===== src/rtl/apple1_clk_pkg.sv =====
// Shared definitions for the Apple 1 clock-enable and reset sequencer:
// sequencer state encoding, button constants and the divisor-list accessor.
package apple1_clk_pkg;

    typedef enum logic {
        HOLD = 1'b0,
        RUN  = 1'b1
    } seq_state_t;

    localparam int   SYNC_DEPTH     = 2;
    localparam logic BTN_RELEASED   = 1'b1;
    localparam int   DIV_LIST_MAX_W = 128;

    // Extract divisor idx from a packed list of w-bit fields (field 0 at the LSBs).
    function automatic int unsigned div_of(
        input logic [DIV_LIST_MAX_W-1:0] list,
        input int                        idx,
        input int                        w
    );
        logic [DIV_LIST_MAX_W-1:0] mask;
        logic [31:0]               val;
        mask = (DIV_LIST_MAX_W'(1'b1) << w) - DIV_LIST_MAX_W'(1'b1);
        val  = 32'((list >> (idx * w)) & mask);
        return val;
    endfunction

endpackage


===== src/rtl/apple1_debounce.sv =====
// Reset push-button conditioning: 2-FF synchronizer followed by a debounce
// counter that accepts a new level only after DEB_CYCLES stable cycles.
module apple1_debounce
    import apple1_clk_pkg::*;
#(
    parameter int DEB_CYCLES = 250000
) (
    input  logic clk25,
    input  logic rst,
    input  logic btn_n,
    output logic btn_db
);

    localparam int               CNT_W    = $clog2(DEB_CYCLES + 1);
    localparam logic [CNT_W-1:0] CNT_LAST = CNT_W'(DEB_CYCLES - 1);

    logic [SYNC_DEPTH-1:0] sync_r;
    logic [CNT_W-1:0]      cnt_r;
    logic                  db_r;
    logic                  level_s;

    // metastability synchronizer, resets to the released level
    always_ff @(posedge clk25 or posedge rst) begin
        if (rst) begin
            sync_r <= {SYNC_DEPTH{BTN_RELEASED}};
        end else begin
            sync_r <= {sync_r[SYNC_DEPTH-2:0], btn_n};
        end
    end

    assign level_s = sync_r[SYNC_DEPTH-1];

    // any return to the accepted level restarts the stability count
    always_ff @(posedge clk25 or posedge rst) begin
        if (rst) begin
            cnt_r <= '0;
            db_r  <= BTN_RELEASED;
        end else if (level_s == db_r) begin
            cnt_r <= '0;
        end else if (cnt_r == CNT_LAST) begin
            cnt_r <= '0;
            db_r  <= level_s;
        end else begin
            cnt_r <= cnt_r + 1'b1;
        end
    end

    assign btn_db = db_r;

endmodule


===== src/rtl/apple1_clk_rst_gen.sv =====
// Apple 1 board clock-enable divider bank and stretched core-reset sequencer.
// Optional channel-0 single-step gating is built when CLKGEN_STEP_EN is defined.
module apple1_clk_rst_gen
    import apple1_clk_pkg::*;
#(
    parameter int                      NUM_CH      = 2,
    parameter int                      DIV_W       = 8,
    parameter logic [NUM_CH*DIV_W-1:0] DIV_LIST    = {8'd25, 8'd1},
    parameter int                      HOLD_CYCLES = 1024,
    parameter int                      DEB_CYCLES  = 250000
) (
    input  logic              clk25,
    input  logic              rst,
    input  logic              btn_n,
`ifdef CLKGEN_STEP_EN
    input  logic              step_mode,
    input  logic              step_req,
`endif
    output logic [NUM_CH-1:0] ce,
    output logic              sys_rst_n,
    output logic              running
);

    localparam int                        HOLD_W    = $clog2(HOLD_CYCLES + 1);
    localparam logic [HOLD_W-1:0]         HOLD_LAST = HOLD_W'(HOLD_CYCLES - 1);
    localparam logic [DIV_LIST_MAX_W-1:0] DIV_EXT   = DIV_LIST_MAX_W'(DIV_LIST);

    logic              btn_db_s;
    logic              pressed_s;
    seq_state_t        state_r;
    seq_state_t        state_nxt_s;
    logic [HOLD_W-1:0] hold_cnt_r;
    logic [HOLD_W-1:0] hold_cnt_nxt_s;
    logic              run_s;
    logic              running_r;
    logic              sys_rst_n_r;
    logic              run_en_s;
    logic [NUM_CH-1:0] tick_s;
    logic [NUM_CH-1:0] gated_s;
    logic [NUM_CH-1:0] ce_r;

    apple1_debounce #(
        .DEB_CYCLES(DEB_CYCLES)
    ) u_debounce (
        .clk25 (clk25),
        .rst   (rst),
        .btn_n (btn_n),
        .btn_db(btn_db_s)
    );

    assign pressed_s = (btn_db_s != BTN_RELEASED);

    // sequencer state register
    always_ff @(posedge clk25 or posedge rst) begin
        if (rst) begin
            state_r    <= HOLD;
            hold_cnt_r <= '0;
        end else begin
            state_r    <= state_nxt_s;
            hold_cnt_r <= hold_cnt_nxt_s;
        end
    end

    // next state: a press always restarts the full stretch
    always_comb begin
        state_nxt_s    = state_r;
        hold_cnt_nxt_s = hold_cnt_r;
        case (state_r)
            HOLD: begin
                if (pressed_s) begin
                    hold_cnt_nxt_s = '0;
                end else if (hold_cnt_r == HOLD_LAST) begin
                    state_nxt_s    = RUN;
                    hold_cnt_nxt_s = '0;
                end else begin
                    hold_cnt_nxt_s = hold_cnt_r + 1'b1;
                end
            end
            RUN: begin
                if (pressed_s) begin
                    state_nxt_s    = HOLD;
                    hold_cnt_nxt_s = '0;
                end else begin
                    hold_cnt_nxt_s = '0;
                end
            end
            default: begin
                state_nxt_s    = HOLD;
                hold_cnt_nxt_s = '0;
            end
        endcase
    end

    // sequencer output decode
    always_comb begin
        run_s = (state_r == RUN);
    end

    // registered reset and status outputs
    always_ff @(posedge clk25 or posedge rst) begin
        if (rst) begin
            running_r   <= 1'b0;
            sys_rst_n_r <= 1'b0;
        end else begin
            running_r   <= run_s;
            sys_rst_n_r <= run_s;
        end
    end

    // dividers start together once the core sees reset released
    assign run_en_s = run_s & running_r;

    for (genvar i = 0; i < NUM_CH; i++) begin : g_ch
        localparam logic [DIV_W-1:0] DIV_LAST = DIV_W'(div_of(DIV_EXT, i, DIV_W) - 32'd1);
        logic [DIV_W-1:0] cnt_r;

        // channel divider, held at zero outside RUN
        always_ff @(posedge clk25 or posedge rst) begin
            if (rst) begin
                cnt_r <= '0;
            end else if (!run_en_s) begin
                cnt_r <= '0;
            end else if (cnt_r == DIV_LAST) begin
                cnt_r <= '0;
            end else begin
                cnt_r <= cnt_r + 1'b1;
            end
        end

        assign tick_s[i] = run_en_s && (cnt_r == DIV_LAST);
    end

`ifdef CLKGEN_STEP_EN
    logic step_req_d_r;
    logic armed_r;

    // single-step arming: one natural channel-0 tick per step_req rising edge
    always_ff @(posedge clk25 or posedge rst) begin
        if (rst) begin
            step_req_d_r <= 1'b0;
            armed_r      <= 1'b0;
        end else begin
            step_req_d_r <= step_req;
            if (!run_s) begin
                armed_r <= 1'b0;
            end else if (armed_r && tick_s[0]) begin
                armed_r <= 1'b0;
            end else if (!armed_r && step_req && !step_req_d_r) begin
                armed_r <= 1'b1;
            end else begin
                armed_r <= armed_r;
            end
        end
    end

    // channel 0 passes only when free-running or armed
    always_comb begin
        gated_s    = tick_s;
        gated_s[0] = tick_s[0] & (~step_mode | armed_r);
    end
`else
    assign gated_s = tick_s;
`endif

    // clock-enable output register
    always_ff @(posedge clk25 or posedge rst) begin
        if (rst) begin
            ce_r <= '0;
        end else begin
            ce_r <= gated_s;
        end
    end

    assign ce        = ce_r;
    assign sys_rst_n = sys_rst_n_r;
    assign running   = running_r;

endmodule


===== config.mk =====
export PLATFORM = sky130hd
export DESIGN_NAME = apple1_clk_rst_gen
export DESIGN_NICKNAME = d
export VERILOG_FILES = /design/src/rtl/apple1_clk_pkg.sv /design/src/rtl/apple1_debounce.sv /design/src/rtl/apple1_clk_rst_gen.sv
export SDC_FILE = /design/constraint.sdc
export NUM_CORES = 1
export LEC_CHECK = 0
export ABC_CLOCK_PERIOD_IN_PS = 2600
export BUFFER_PORTS_ARGS = -buffer_cell sky130_fd_sc_hd__buf_4
export CORE_MARGIN = 2
export CORE_UTILIZATION = 30
export DETAILED_ROUTE_END_ITERATION = 8
export GPL_ROUTABILITY_DRIVEN = 0
export SYNTH_ARGS = -nofsm -noshare
export SYNTH_HDL_FRONTEND = slang
export SYNTH_SLANG_ARGS = --single-unit

===== constraint.sdc =====
create_clock -name clk25 -period 2.6 [get_ports clk25]
set_input_delay 0.39 -clock clk25 [delete_from_list [all_inputs] [get_ports clk25]]
set_output_delay 0.39 -clock clk25 [all_outputs]
set_load 0.01 [all_outputs]

==> impl_metrics.env <==
export IMPL_status="finished clean"
export IMPL_synth_ff_type="dfrtp_1"
export IMPL_io_buffers=6
export IMPL_maxCapViolCount=0
export IMPL_grt_use_total_pct=10.2
export IMPL_root_buffer="clkbuf_8"
export IMPL_grt_max_degree=35
export IMPL_dp_hpwl_um=2730
export IMPL_synth_commonest_cells="49 x dfrtp_1, 48 x nor2_1, 20 x xnor2_1"
export IMPL_dr_wl_met3_um=126
export IMPL_gr_total_overflow=0
export IMPL_cp_data_arrival_time_ns=2.25
export IMPL_routed_via_density=4.60
export IMPL_yosys_top_cells_area="dfrtp_1 51%, nor2_1 7.5%, xnor2_1 7.3%"
export IMPL_area_delta_synth_final_pct=10.8
export IMPL_critPathCaptureType="flop"
export IMPL_die_w_um=93.6
export IMPL_placed_area_um2=2570
export IMPL_synthCells=235
export IMPL_period_share_pct=78.7
export IMPL_antenna_found_initial=0
export IMPL_cts_tree="yes"
export IMPL_clkSinkCount=52
export IMPL_initial_core_util_pct=31.0
export IMPL_cts_buffers=5
export IMPL_final_cells=349
export IMPL_firstDrtPassIters=4
export IMPL_yosys_warnings=0
export IMPL_ir_drop_v=0.000217
export IMPL_fin_skew_ns=0.0180
export IMPL_crit_fanout=12
export IMPL_clk_latency_ns=0.32
export IMPL_drc_errors=0
export IMPL_synth_cell_types=32
export IMPL_synth_seq_cells=52
export IMPL_r2r_start="u_debounce.cnt_r[0]"
export IMPL_power_leakage_nw=1.08
export IMPL_synth_top_cell_area_share_pct=50.9
export IMPL_row_count=32
export IMPL_dieArea_um2=8760
export IMPL_hold_depth=1
export IMPL_drive_gt1_share_pct=10.5
export IMPL_layout_nets=255
export IMPL_required_ns=2.80
export IMPL_routed_top_layer="met4"
export IMPL_grt_pass1_vias=1590
export IMPL_ioPinCount=7
export IMPL_setup_violations=0
export IMPL_wl_um=3900
export IMPL_met2_length_um=1810
export IMPL_min_period_ns=2.05
export IMPL_hold_start="btn_n"
export IMPL_diodes=0
export IMPL_final_cell_area_um2=2670
export IMPL_drv_slew=0
export IMPL_avgRoutedWirePerCell_um=11.2
export IMPL_fmax_ghz=0.488
export IMPL_reg2reg_depth=5
export IMPL_reg2reg_to="u_debounce.cnt_r[9]"
export IMPL_syn_area_um2=2410
export IMPL_yosysSeqAreaShare_pct=54.2
export IMPL_tightest_slew_ns=0.690
export IMPL_ctsHoldBuffers=0
export IMPL_clk_pin_slew_ns=0.11
export IMPL_yosysMostFrequentCell="dfrtp_1"
export IMPL_synth_edf_count=0
export IMPL_crit_type="flop to flop"
export IMPL_setup_tns_ns=0
export IMPL_met1_length_um=1920
export IMPL_ff2ff_setup_slack_ns=0.55
export IMPL_synthesis_nets=244
export IMPL_grt_pass1_wl_um=7110
export IMPL_dp_cells=341
export IMPL_start_kind="flop"
export IMPL_cts_resized_gates=0
export IMPL_holdCritPathClass="primary input to flop"
export IMPL_cts_max_level=2
export IMPL_core_area_um2=7770
export IMPL_whs_endpoint="u_debounce.sync_r[0]"
export IMPL_synthArstFlopShare_pct=100
export IMPL_syn_avg_cell_area_um2=10.2
export IMPL_rsz0062_at_grt="false"
export IMPL_max_slew_margin_pct=53.9
export IMPL_ant_nets=0
export IMPL_vias=1605
export IMPL_die_height_um=93.6
export IMPL_drt_iter0_markers=83
export IMPL_power_density_nw_per_um2=507
export IMPL_finish_utilization_pct=34.3
export IMPL_synth_top_area_cell="dfrtp_1"
export IMPL_hold_viol_final=0
export IMPL_post_cts_buffers=0
export IMPL_clk_path_buf_depth=2
stage by stage:
step                power, W  worst slack [ns]  hold WS [ns]
floorplan           0.000859             0.788         0.345
global placement    0.000870             0.605         0.349
detailed placement  0.000871             0.545         0.349
CTS                  0.00137             0.509         0.166
global route         0.00142             0.346         0.151
finish               0.00135             0.553         0.169
flip-flops by register name, indices dropped and copies added (netlist names):
signal             cells
ce                     2
g_ch.cnt_r            16
hold_cnt_r            11
run_s                  1
sys_rst_n              1
u_debounce.btn_db      1
u_debounce.cnt_r      18
u_debounce.sync_r      2
worst max-delay path: stages (launching register included):
cell and delay, ns:
dfrtp_1 0.41, ha_1 0.22, nand4_1 0.35, o41ai_4 0.63, buf_4 0.27, nor2_1 0.06
final cells by class:
class                      instances  area [um^2]
clock inverter                     3         28.8
fill                             813         5100
inverter                          11         41.3
clock buffer                       5         68.8
sequential                        52         1310
multi-input combinational        168         1030
timing repair buffer               8         60.1
tap                              102          128
per-layer routing:
layer  up-vias  global-route usage, %
li1        811                      -
met3         6                   3.71
met1       771                   13.4
met2        17                   15.9
met5         -                      0
met4         0                   2.78
cells in the final DEF (no fill, tap or decap), types with 2 or more instances in the layout:
| cell type | count |
|---|---|
| a21oi_1 | 2 |
| and3_1 | 4 |
| buf_4 | 8 |
| clkbuf_8 | 5 |
| dfrtp_1 | 49 |
| dfstp_2 | 3 |
| ha_1 | 6 |
| inv_1 | 10 |
| inv_6 | 2 |
| nand2_1 | 12 |
| nand2b_1 | 2 |
| nand3_1 | 19 |
| nand4_1 | 8 |
| nor2_1 | 48 |
| nor3_1 | 8 |
| nor4_1 | 8 |
| o21ai_0 | 3 |
| or3_1 | 2 |
| xnor2_1 | 20 |
| xor2_1 | 14 |
cells by family (layout without fill, tap and decap cells):
group | count (synthesis) | after routing | share of synthesized area [%]
buf+inv | 15 | 27 | 2.81
fa+ha+maj | 6 | 6 | 3.12
simple gates | 119 | 119 | 24.2
compound gates | 8 | 8 | 2.86
mux | 1 | 1 | 0.468
flops | 52 | 52 | 54.2
xor+xnor | 34 | 34 | 12.4
report_power, final:
group / internal (W) / leakage (nW) / switching [W] / total [W]
Sequential: 0.000815 / 0.714 / 0.00000489 / 0.000820
Clock: 0.000204 / 0.0511 / 0.000295 / 0.000499
Combinational: 0.00000924 / 0.317 / 0.0000236 / 0.0000328
Total: 0.00103 / 1.08 / 0.000324 / 0.00135
worst max-delay path by stage:
stage,endpoint,from,slack (ns)
floorplan,u_debounce.cnt_r[10],u_debounce.cnt_r[0],0.79
global placement,u_debounce.cnt_r[8],u_debounce.cnt_r[0],0.61
detailed placement,u_debounce.cnt_r[5],u_debounce.cnt_r[0],0.54
CTS,u_debounce.cnt_r[5],u_debounce.cnt_r[0],0.51
global route,u_debounce.cnt_r[9],u_debounce.cnt_r[0],0.35
finish,u_debounce.cnt_r[9],u_debounce.cnt_r[0],0.55
Power figures use the tool's default switching activity.
